[config.mk]
export PLATFORM = sky130hd
export DESIGN_NAME = clk_bus_master
export DESIGN_NICKNAME = d
export VERILOG_FILES = /design/src/rtl/clk_bus_pkg.sv /design/src/rtl/clk_bus_master_hms_conv.sv /design/src/rtl/clk_bus_master.sv
export SDC_FILE = /design/constraint.sdc
export NUM_CORES = 1
export LEC_CHECK = 0
export BUFFER_PORTS_ARGS = -buffer_cell sky130_fd_sc_hd__buf_2
export CAP_MARGIN = 20
export CORE_MARGIN = 2
export CORE_UTILIZATION = 35
export DETAILED_ROUTE_END_ITERATION = 7
export PLACE_DENSITY_LB_ADDON = 0.15
export SYNTH_ARGS = -nofsm -noshare
export SYNTH_HDL_FRONTEND = slang
export SYNTH_HIERARCHICAL = 1
export SYNTH_SLANG_ARGS = --single-unit
export TNS_END_PERCENT = 100
[constraint.sdc]
create_clock -name clk_i -period 5.1 [get_ports clk_i]
set_input_delay 0.255 -clock clk_i [delete_from_list [all_inputs] [get_ports clk_i]]
set_output_delay 0.255 -clock clk_i [all_outputs]
set_load 0.05 [all_outputs]
[src/rtl/clk_bus_pkg.sv]
// Shared constants and state encodings for the clock bus master.
//   ADDR_RUN_TIME / ADDR_CLR : responder register addresses
//   SEC_PER_*                : time-conversion constants (17-bit)
//   bus_state_e              : bus FSM states (top level)
//   conv_state_e             : seconds-to-BCD converter states
package clk_bus_pkg;

  localparam logic [7:0]  ADDR_RUN_TIME = 8'h04;
  localparam logic [7:0]  ADDR_CLR      = 8'h08;

  localparam logic [16:0] SEC_PER_DAY   = 17'd86400;
  localparam logic [16:0] SEC_PER_HOUR  = 17'd3600;
  localparam logic [16:0] SEC_PER_MIN   = 17'd60;

  typedef enum logic [2:0] {
    ST_IDLE   = 3'd0,
    ST_WR     = 3'd1,
    ST_GAP    = 3'd2,
    ST_RD     = 3'd3,
    ST_CAP    = 3'd4,
    ST_CONV   = 3'd5,
    ST_UPDATE = 3'd6
  } bus_state_e;

  typedef enum logic [1:0] {
    CV_IDLE  = 2'd0,
    CV_DIV_H = 2'd1,
    CV_DIV_M = 2'd2,
    CV_TENS  = 2'd3
  } conv_state_e;

endpackage

[src/rtl/clk_bus_master_hms_conv.sv]
// Seconds-of-day to BCD HH:MM:SS converter using repeated subtraction.
// Ports:
//   clk_i, rst_n_i        clock, synchronous active-low reset
//   start_i, sec_i[16:0]  start pulse and seconds value (taken in idle only)
//   done_o                1-cycle pulse; hh/mm/ss_bcd_o are valid in that cycle
//   hh/mm/ss_bcd_o        {tens,units} BCD results, held until the next start
//
// state    | meaning
// CV_IDLE  | waiting for start
// CV_DIV_H | subtract 3600 per cycle, count hours
// CV_DIV_M | subtract 60 per cycle, count minutes; remainder becomes seconds
// CV_TENS  | split h/m/s into tens and units in parallel, done when all < 10
module hms_conv
  import clk_bus_pkg::*;
(
  input  logic        clk_i,
  input  logic        rst_n_i,
  input  logic        start_i,
  input  logic [16:0] sec_i,
  output logic        done_o,
  output logic [7:0]  hh_bcd_o,
  output logic [7:0]  mm_bcd_o,
  output logic [7:0]  ss_bcd_o
);

  conv_state_e state_q, state_d;
  logic [16:0] rem_q, rem_d;
  logic [5:0]  h_q, h_d, m_q, m_d, s_q, s_d;
  logic [3:0]  ht_q, ht_d, mt_q, mt_d, st_q, st_d;

  always_comb begin
    state_d = state_q;
    rem_d   = rem_q;
    h_d     = h_q;
    m_d     = m_q;
    s_d     = s_q;
    ht_d    = ht_q;
    mt_d    = mt_q;
    st_d    = st_q;
    done_o  = 1'b0;
    case (state_q)
      CV_IDLE: begin
        if (start_i) begin
          rem_d   = sec_i;
          h_d     = '0;
          m_d     = '0;
          s_d     = '0;
          ht_d    = '0;
          mt_d    = '0;
          st_d    = '0;
          state_d = CV_DIV_H;
        end
      end
      CV_DIV_H: begin
        if (rem_q >= SEC_PER_HOUR) begin
          rem_d = rem_q - SEC_PER_HOUR;
          h_d   = h_q + 6'd1;
        end else begin
          state_d = CV_DIV_M;
        end
      end
      CV_DIV_M: begin
        if (rem_q >= SEC_PER_MIN) begin
          rem_d = rem_q - SEC_PER_MIN;
          m_d   = m_q + 6'd1;
        end else begin
          // remainder is below 60 here, so it fits the seconds register
          s_d     = rem_q[5:0];
          state_d = CV_TENS;
        end
      end
      CV_TENS: begin
        if (h_q >= 6'd10) begin
          h_d  = h_q - 6'd10;
          ht_d = ht_q + 4'd1;
        end
        if (m_q >= 6'd10) begin
          m_d  = m_q - 6'd10;
          mt_d = mt_q + 4'd1;
        end
        if (s_q >= 6'd10) begin
          s_d  = s_q - 6'd10;
          st_d = st_q + 4'd1;
        end
        if ((h_q < 6'd10) && (m_q < 6'd10) && (s_q < 6'd10)) begin
          done_o  = 1'b1;
          state_d = CV_IDLE;
        end
      end
      default: state_d = CV_IDLE;
    endcase
  end

  always_ff @(posedge clk_i) begin
    if (!rst_n_i) begin
      state_q <= CV_IDLE;
      rem_q   <= '0;
      h_q     <= '0;
      m_q     <= '0;
      s_q     <= '0;
      ht_q    <= '0;
      mt_q    <= '0;
      st_q    <= '0;
    end else begin
      state_q <= state_d;
      rem_q   <= rem_d;
      h_q     <= h_d;
      m_q     <= m_d;
      s_q     <= s_d;
      ht_q    <= ht_d;
      mt_q    <= mt_d;
      st_q    <= st_d;
    end
  end

  // units registers are below 10 whenever done_o is high
  assign hh_bcd_o = {ht_q, h_q[3:0]};
  assign mm_bcd_o = {mt_q, m_q[3:0]};
  assign ss_bcd_o = {st_q, s_q[3:0]};

endmodule

[src/rtl/clk_bus_master.sv]
// Bus initiator for the seconds clock: polls RUN_TIME, converts it to BCD
// HH:MM:SS for the display, and issues CLR writes on user request.
// Optional feature macro: TIME_ERR_EN (adds err_o, flags out-of-range reads).
// Ports:
//   clk_i, rst_n_i          clock, synchronous active-low reset
//   clr_req_i               1-cycle clear request
//   wr_o, waddr_o, wdata_o  bus write strobe / address / data
//   rd_o, raddr_o, rdata_i  bus read strobe / address / data (cycle after rd)
//   hh/mm/ss_bcd_o          displayed time, BCD
//   upd_o                   1-cycle pulse when the display registers change
//   busy_o                  FSM not idle
//   err_o                   (TIME_ERR_EN only) last read was >= one day
//
// state     | meaning
// ST_IDLE   | poll counter running; clear request beats a due read
// ST_WR     | CLR write on the bus
// ST_GAP    | bus idle one cycle so the responder sees the clr settle
// ST_RD     | RUN_TIME read on the bus, poll counter restarts
// ST_CAP    | rdata valid; start conversion (or flag error)
// ST_CONV   | waiting for the converter
// ST_UPDATE | display registers loaded, upd pulse
module clk_bus_master
  import clk_bus_pkg::*;
#(
  parameter int ADDRWIDTH   = 4,
  parameter int POLL_CYCLES = 5_000_000
) (
  input  logic                 clk_i,
  input  logic                 rst_n_i,
  input  logic                 clr_req_i,
  output logic                 wr_o,
  output logic [ADDRWIDTH-1:0] waddr_o,
  output logic [31:0]          wdata_o,
  output logic                 rd_o,
  output logic [ADDRWIDTH-1:0] raddr_o,
  input  logic [31:0]          rdata_i,
  output logic [7:0]           hh_bcd_o,
  output logic [7:0]           mm_bcd_o,
  output logic [7:0]           ss_bcd_o,
  output logic                 upd_o,
  output logic                 busy_o
`ifdef TIME_ERR_EN
  ,
  output logic                 err_o
`endif
);

  localparam int PW = $clog2(POLL_CYCLES);
  localparam logic [PW-1:0] POLL_LAST = PW'(POLL_CYCLES - 1);

  bus_state_e    state_q, state_d;
  logic [PW-1:0] poll_q, poll_d;
  logic          rd_due_q, rd_due_d;
  logic          clr_pend_q, clr_pend_d;
  logic [7:0]    hh_q, hh_d, mm_q, mm_d, ss_q, ss_d;
  logic          expire;
  logic          clr_now;
  logic          conv_start;
  logic          conv_done;
  logic [7:0]    conv_hh, conv_mm, conv_ss;
`ifdef TIME_ERR_EN
  logic          err_q, err_d;
`else
  logic          unused_rdata_hi;
  assign unused_rdata_hi = |rdata_i[31:17];
`endif

  assign expire  = (state_q == ST_IDLE) && (poll_q == POLL_LAST);
  // a request arriving in the same cycle as a decision still wins
  assign clr_now = clr_pend_q | clr_req_i;

  always_comb begin
    state_d    = state_q;
    poll_d     = poll_q;
    rd_due_d   = rd_due_q;
    clr_pend_d = clr_now;
    hh_d       = hh_q;
    mm_d       = mm_q;
    ss_d       = ss_q;
    conv_start = 1'b0;
`ifdef TIME_ERR_EN
    err_d      = err_q;
`endif
    case (state_q)
      ST_IDLE: begin
        if (expire) begin
          poll_d   = '0;
          rd_due_d = 1'b1;
        end else begin
          poll_d = poll_q + PW'(1);
        end
        if (clr_now) begin
          clr_pend_d = 1'b0;
          state_d    = ST_WR;
        end else if (rd_due_q || expire) begin
          state_d = ST_RD;
        end
      end
      ST_WR:  state_d = ST_GAP;
      ST_GAP: begin
        rd_due_d = 1'b1;
        state_d  = ST_IDLE;
      end
      ST_RD: begin
        rd_due_d = 1'b0;
        poll_d   = '0;
        state_d  = ST_CAP;
      end
      ST_CAP: begin
`ifdef TIME_ERR_EN
        if (rdata_i >= {15'd0, SEC_PER_DAY}) begin
          err_d   = 1'b1;
          state_d = ST_IDLE;
        end else begin
          err_d      = 1'b0;
          conv_start = 1'b1;
          state_d    = ST_CONV;
        end
`else
        conv_start = 1'b1;
        state_d    = ST_CONV;
`endif
      end
      ST_CONV: begin
        if (conv_done) begin
          hh_d    = conv_hh;
          mm_d    = conv_mm;
          ss_d    = conv_ss;
          state_d = ST_UPDATE;
        end
      end
      ST_UPDATE: state_d = ST_IDLE;
      default:   state_d = ST_IDLE;
    endcase
  end

  always_ff @(posedge clk_i) begin
    if (!rst_n_i) begin
      state_q    <= ST_IDLE;
      poll_q     <= '0;
      rd_due_q   <= 1'b0;
      clr_pend_q <= 1'b0;
      hh_q       <= '0;
      mm_q       <= '0;
      ss_q       <= '0;
`ifdef TIME_ERR_EN
      err_q      <= 1'b0;
`endif
    end else begin
      state_q    <= state_d;
      poll_q     <= poll_d;
      rd_due_q   <= rd_due_d;
      clr_pend_q <= clr_pend_d;
      hh_q       <= hh_d;
      mm_q       <= mm_d;
      ss_q       <= ss_d;
`ifdef TIME_ERR_EN
      err_q      <= err_d;
`endif
    end
  end

  hms_conv u_hms_conv (
    .clk_i    (clk_i),
    .rst_n_i  (rst_n_i),
    .start_i  (conv_start),
    .sec_i    (rdata_i[16:0]),
    .done_o   (conv_done),
    .hh_bcd_o (conv_hh),
    .mm_bcd_o (conv_mm),
    .ss_bcd_o (conv_ss)
  );

  assign wr_o     = (state_q == ST_WR);
  assign rd_o     = (state_q == ST_RD);
  assign waddr_o  = wr_o ? ADDRWIDTH'(ADDR_CLR) : '0;
  assign wdata_o  = wr_o ? 32'h1 : 32'h0;
  assign raddr_o  = rd_o ? ADDRWIDTH'(ADDR_RUN_TIME) : '0;
  assign upd_o    = (state_q == ST_UPDATE);
  assign busy_o   = (state_q != ST_IDLE);
  assign hh_bcd_o = hh_q;
  assign mm_bcd_o = mm_q;
  assign ss_bcd_o = ss_q;
`ifdef TIME_ERR_EN
  assign err_o    = err_q;
`endif

endmodule

==> out/qor.txt <==
Status - completed
Yosys reg bits - 101
Syn Inst Count - 804
Hold path depth - 2
Die Y-Extent - 138 um
Hold Crit Start - clr_req_i
1st-iter DRT viols - 358
Async set-or-reset flop fraction in the synthesized netlist - 0
Post-synth top cells - nand2_1, dfxtp_1, a21oi_1
Num Clock Sinks - 101
Primary FF master, synth - dfxtp_1
Multi-input gate area - 3690 um2
Port Buffers - 50
Clk root buf - clkbuf_16
CP Capture Type - register
WL per Instance - 15.6 um
Die width - 138 um
Critical path class - reg -> reg
CTS tree - done
Max cap viols - 0
Int Power - 1750 uW
ANT nets after route - 0
Clk pin slew, worst setup/hold paths - 0.08 ns
I/O pin count - 103
Register area share after synthesis - 0.319
HPWL Detailed - 11.3 mm
Initial Util - 0.355
Hold Buf Count CTS - 0
RSZ-0062 raised after global routing - no
Net Sw Frac - 0.432
Core Footprint - 17800 um2
Count of final hold-check violations - 0
Worst R2R Path Depth - 8
Cts bufs inserted - 9
Final Core Density - 0.377
Vias in the first global route - 5169
GRT Overall Usage - 0.168
FILL cells - 1893
Ys Warns - 6
GRT overflow - 0
Initial antenna violation count - 0
Nets - 860
Htree depth - 3
Gpl congestion - 0.797
CTS resizes - 0
Share of layout cells above drive strength 1 - 0.117
Part of the power in registers - 0.335
Worst reg2reg setup slack - 1.64 ns
Pleak - 0.00254 uW
Clock power share - 0.242
WP data required - 5.35 ns
Worst endpoint data arrival time - 3.71 ns
Combinational power share - 0.423
Detailed Route WL - 16.2 mm
Yosys top cell area share - 0.319
Post-synth cell types - 80
Max Clk Rate - 289 MHz
Slew margin rel. - 0.324
IR drop worst, VDD - 0.000230 V
Setup tns final - 0 ns
Final setup viols - 0
Worst reg2reg startpoint - u_hms_conv/state_q[0]
Hold WC Path Type - in -> reg
Worst-Skew Late Latency - 0.36 ns
Period minus WS final - 3.46 ns
Mean cell area of the mapped netlist - 7.87 um2
Die Area - 19200 um2
Register cell area after layout - 2020 um2
Worst Max-Slew Pin Slew - 1.01 ns
Count leader, synth - nand2_1
Largest net degree at the start of global routing - 46
Psw - 1330 uW
Area added between synthesis and finish - 6.25%
TritonRoute pass-1 iters - 5
Post-synth top area cell - dfxtp_1
Residual DRC count - 0
Slew Limit Fails - 0
First-pass GRT wire length - 26.7 mm
Worst Skew - 0.0100 ns
Clock Tree Buf Depth - 2
Final period util - 0.678
Hold EP - clr_pend_q
Post-CTS setup buffer count - 0
Ratio of total power to cell area - 458 nW/um2
Avg Vias per Cell - 5.39
N_diodes - 0
CP Launch Type - register
Total number of vias - 5578
Crit-path max FO - 23
R2R Path End - u_hms_conv/rem_q[9]
Mapped Area - 6330 um2
Synth area leaders - dfxtp_1, nand2_1, buf_4
Count of flip-flops with a built-in enable after synthesis - 0
Row cnt - 49
==> layout by cell type (no fill, tap or decap), drive strengths merged, types with 9 or more instances in the layout <==
| cell type | instances |
|---|---|
| inv | 35 |
| nand2b | 12 |
| a31oi | 18 |
| nor3 | 14 |
| nor2 | 55 |
| a21oi | 67 |
| nor2b | 9 |
| buf | 54 |
| o21ai | 31 |
| mux2i | 12 |
| ha | 24 |
| conb | 37 |
| dfxtp | 101 |
| xor2 | 13 |
| nand4 | 16 |
| nand2 | 109 |
| a211oi | 12 |
| nor4 | 12 |
| nand3 | 31 |
| clkbuf | 11 |
==> state kept, by name, indices dropped and copies added, names as in the netlist <==
| name | cells |
|---|---|
| poll_q | 23 |
| u_hms_conv/m_q | 6 |
| rd_due_q | 1 |
| u_hms_conv/st_q | 4 |
| ss_bcd_o | 8 |
| u_hms_conv/rem_q | 17 |
| u_hms_conv/state_q | 2 |
| u_hms_conv/s_q | 6 |
| u_hms_conv/h_q | 6 |
| u_hms_conv/mt_q | 4 |
| clr_pend_q | 1 |
| state_q | 3 |
| mm_bcd_o | 8 |
| hh_bcd_o | 8 |
| u_hms_conv/ht_q | 4 |
==> final cells by class <==
class | instances | share of cell area
well taps | 229 | 0.0426
inverters | 32 | 0.0179
clock buffers | 10 | 0.0355
clock inverters | 6 | 0.0115
flip-flops and latches | 101 | 0.301
repair buffers | 55 | 0.0437
multi-input cells | 602 | 0.548
==> how the worst max path moves through the flow <==
| stage | start | end | slack (ns) | cells after the start |
|---|---|---|---|---|
| finish | u_hms_conv/state_q[0] | u_hms_conv/rem_q[9] | 1.64 | 8 |
| global route | u_hms_conv/state_q[0] | u_hms_conv/rem_q[9] | 1.33 | 8 |
| CTS | u_hms_conv/state_q[0] | u_hms_conv/rem_q[9] | 1.65 | 8 |
| detailed placement | u_hms_conv/state_q[0] | u_hms_conv/rem_q[9] | 1.69 | 8 |
| global placement | u_hms_conv/state_q[0] | u_hms_conv/rem_q[9] | 1.73 | 8 |
| floorplan | state_q[2] | u_hms_conv/rem_q[11] | 2.85 | 9 |
==> power by group through the flow <==
stage | clock network (uW) | registers [uW] | logic [uW]
2_1_floorplan | 0 | 967 | 1150
3_3_place_gp | 0 | 1040 | 1270
3_5_place_dp | 0 | 1050 | 1290
4_1_cts | 768 | 1030 | 1300
5_1_grt | 797 | 1050 | 1440
6_report | 744 | 1030 | 1300
==> logic make-up (layout without fill, tap and decap cells) <==
logic type	count (synthesis)	count (layout)	share of synthesized area
AOI/OAI and AO/OA	205	205	0.218
xor gates and xnor gates	21	21	0.0291
adders and majority gates	24	24	0.0474
buffers and inverters	137	103	0.120
DFF	101	101	0.319
muxes	14	14	0.0243
other	1	37	0.000592
and+or+nand+nor	301	301	0.242
==> worst max-delay path, stage by stage (launching register included) <==
cell      delay (ns)
dfxtp_1         0.36
inv_1           0.12
ha_1            0.84
inv_1           0.66
a21oi_1         0.26
and3_1          0.32
or3_1           0.41
a311oi_1        0.08
a221oi_1        0.29
==> metal layers <==
| metal | wire length, um | up-vias | track usage |
|---|---|---|---|
| met3 | 727 | 12 | 0.0232 |
| met4 | 179 | 0 | 0.0532 |
| met5 | 0 | - | 0 |
| met1 | 7990 | 2650 | 0.235 |
| li1 | - | 2793 | - |
| met2 | 7260 | 123 | 0.267 |
==> per-stage QoR <==
stage	setup WS, ns	power [uW]	area [um2]	hold slack [ns]	cells
2_1_floorplan	2.85	2120	6460	0.411	840
3_3_place_gp	1.73	2310	6390	0.442	1018
3_5_place_dp	1.69	2340	6390	0.444	1018
4_1_cts	1.65	3100	6710	0.147	1034
5_1_grt	1.33	3290	6730	0.162	1035
6_report	1.64	3080	6730	0.154	1035
Note: power is estimated with default switching activity, not from simulation.
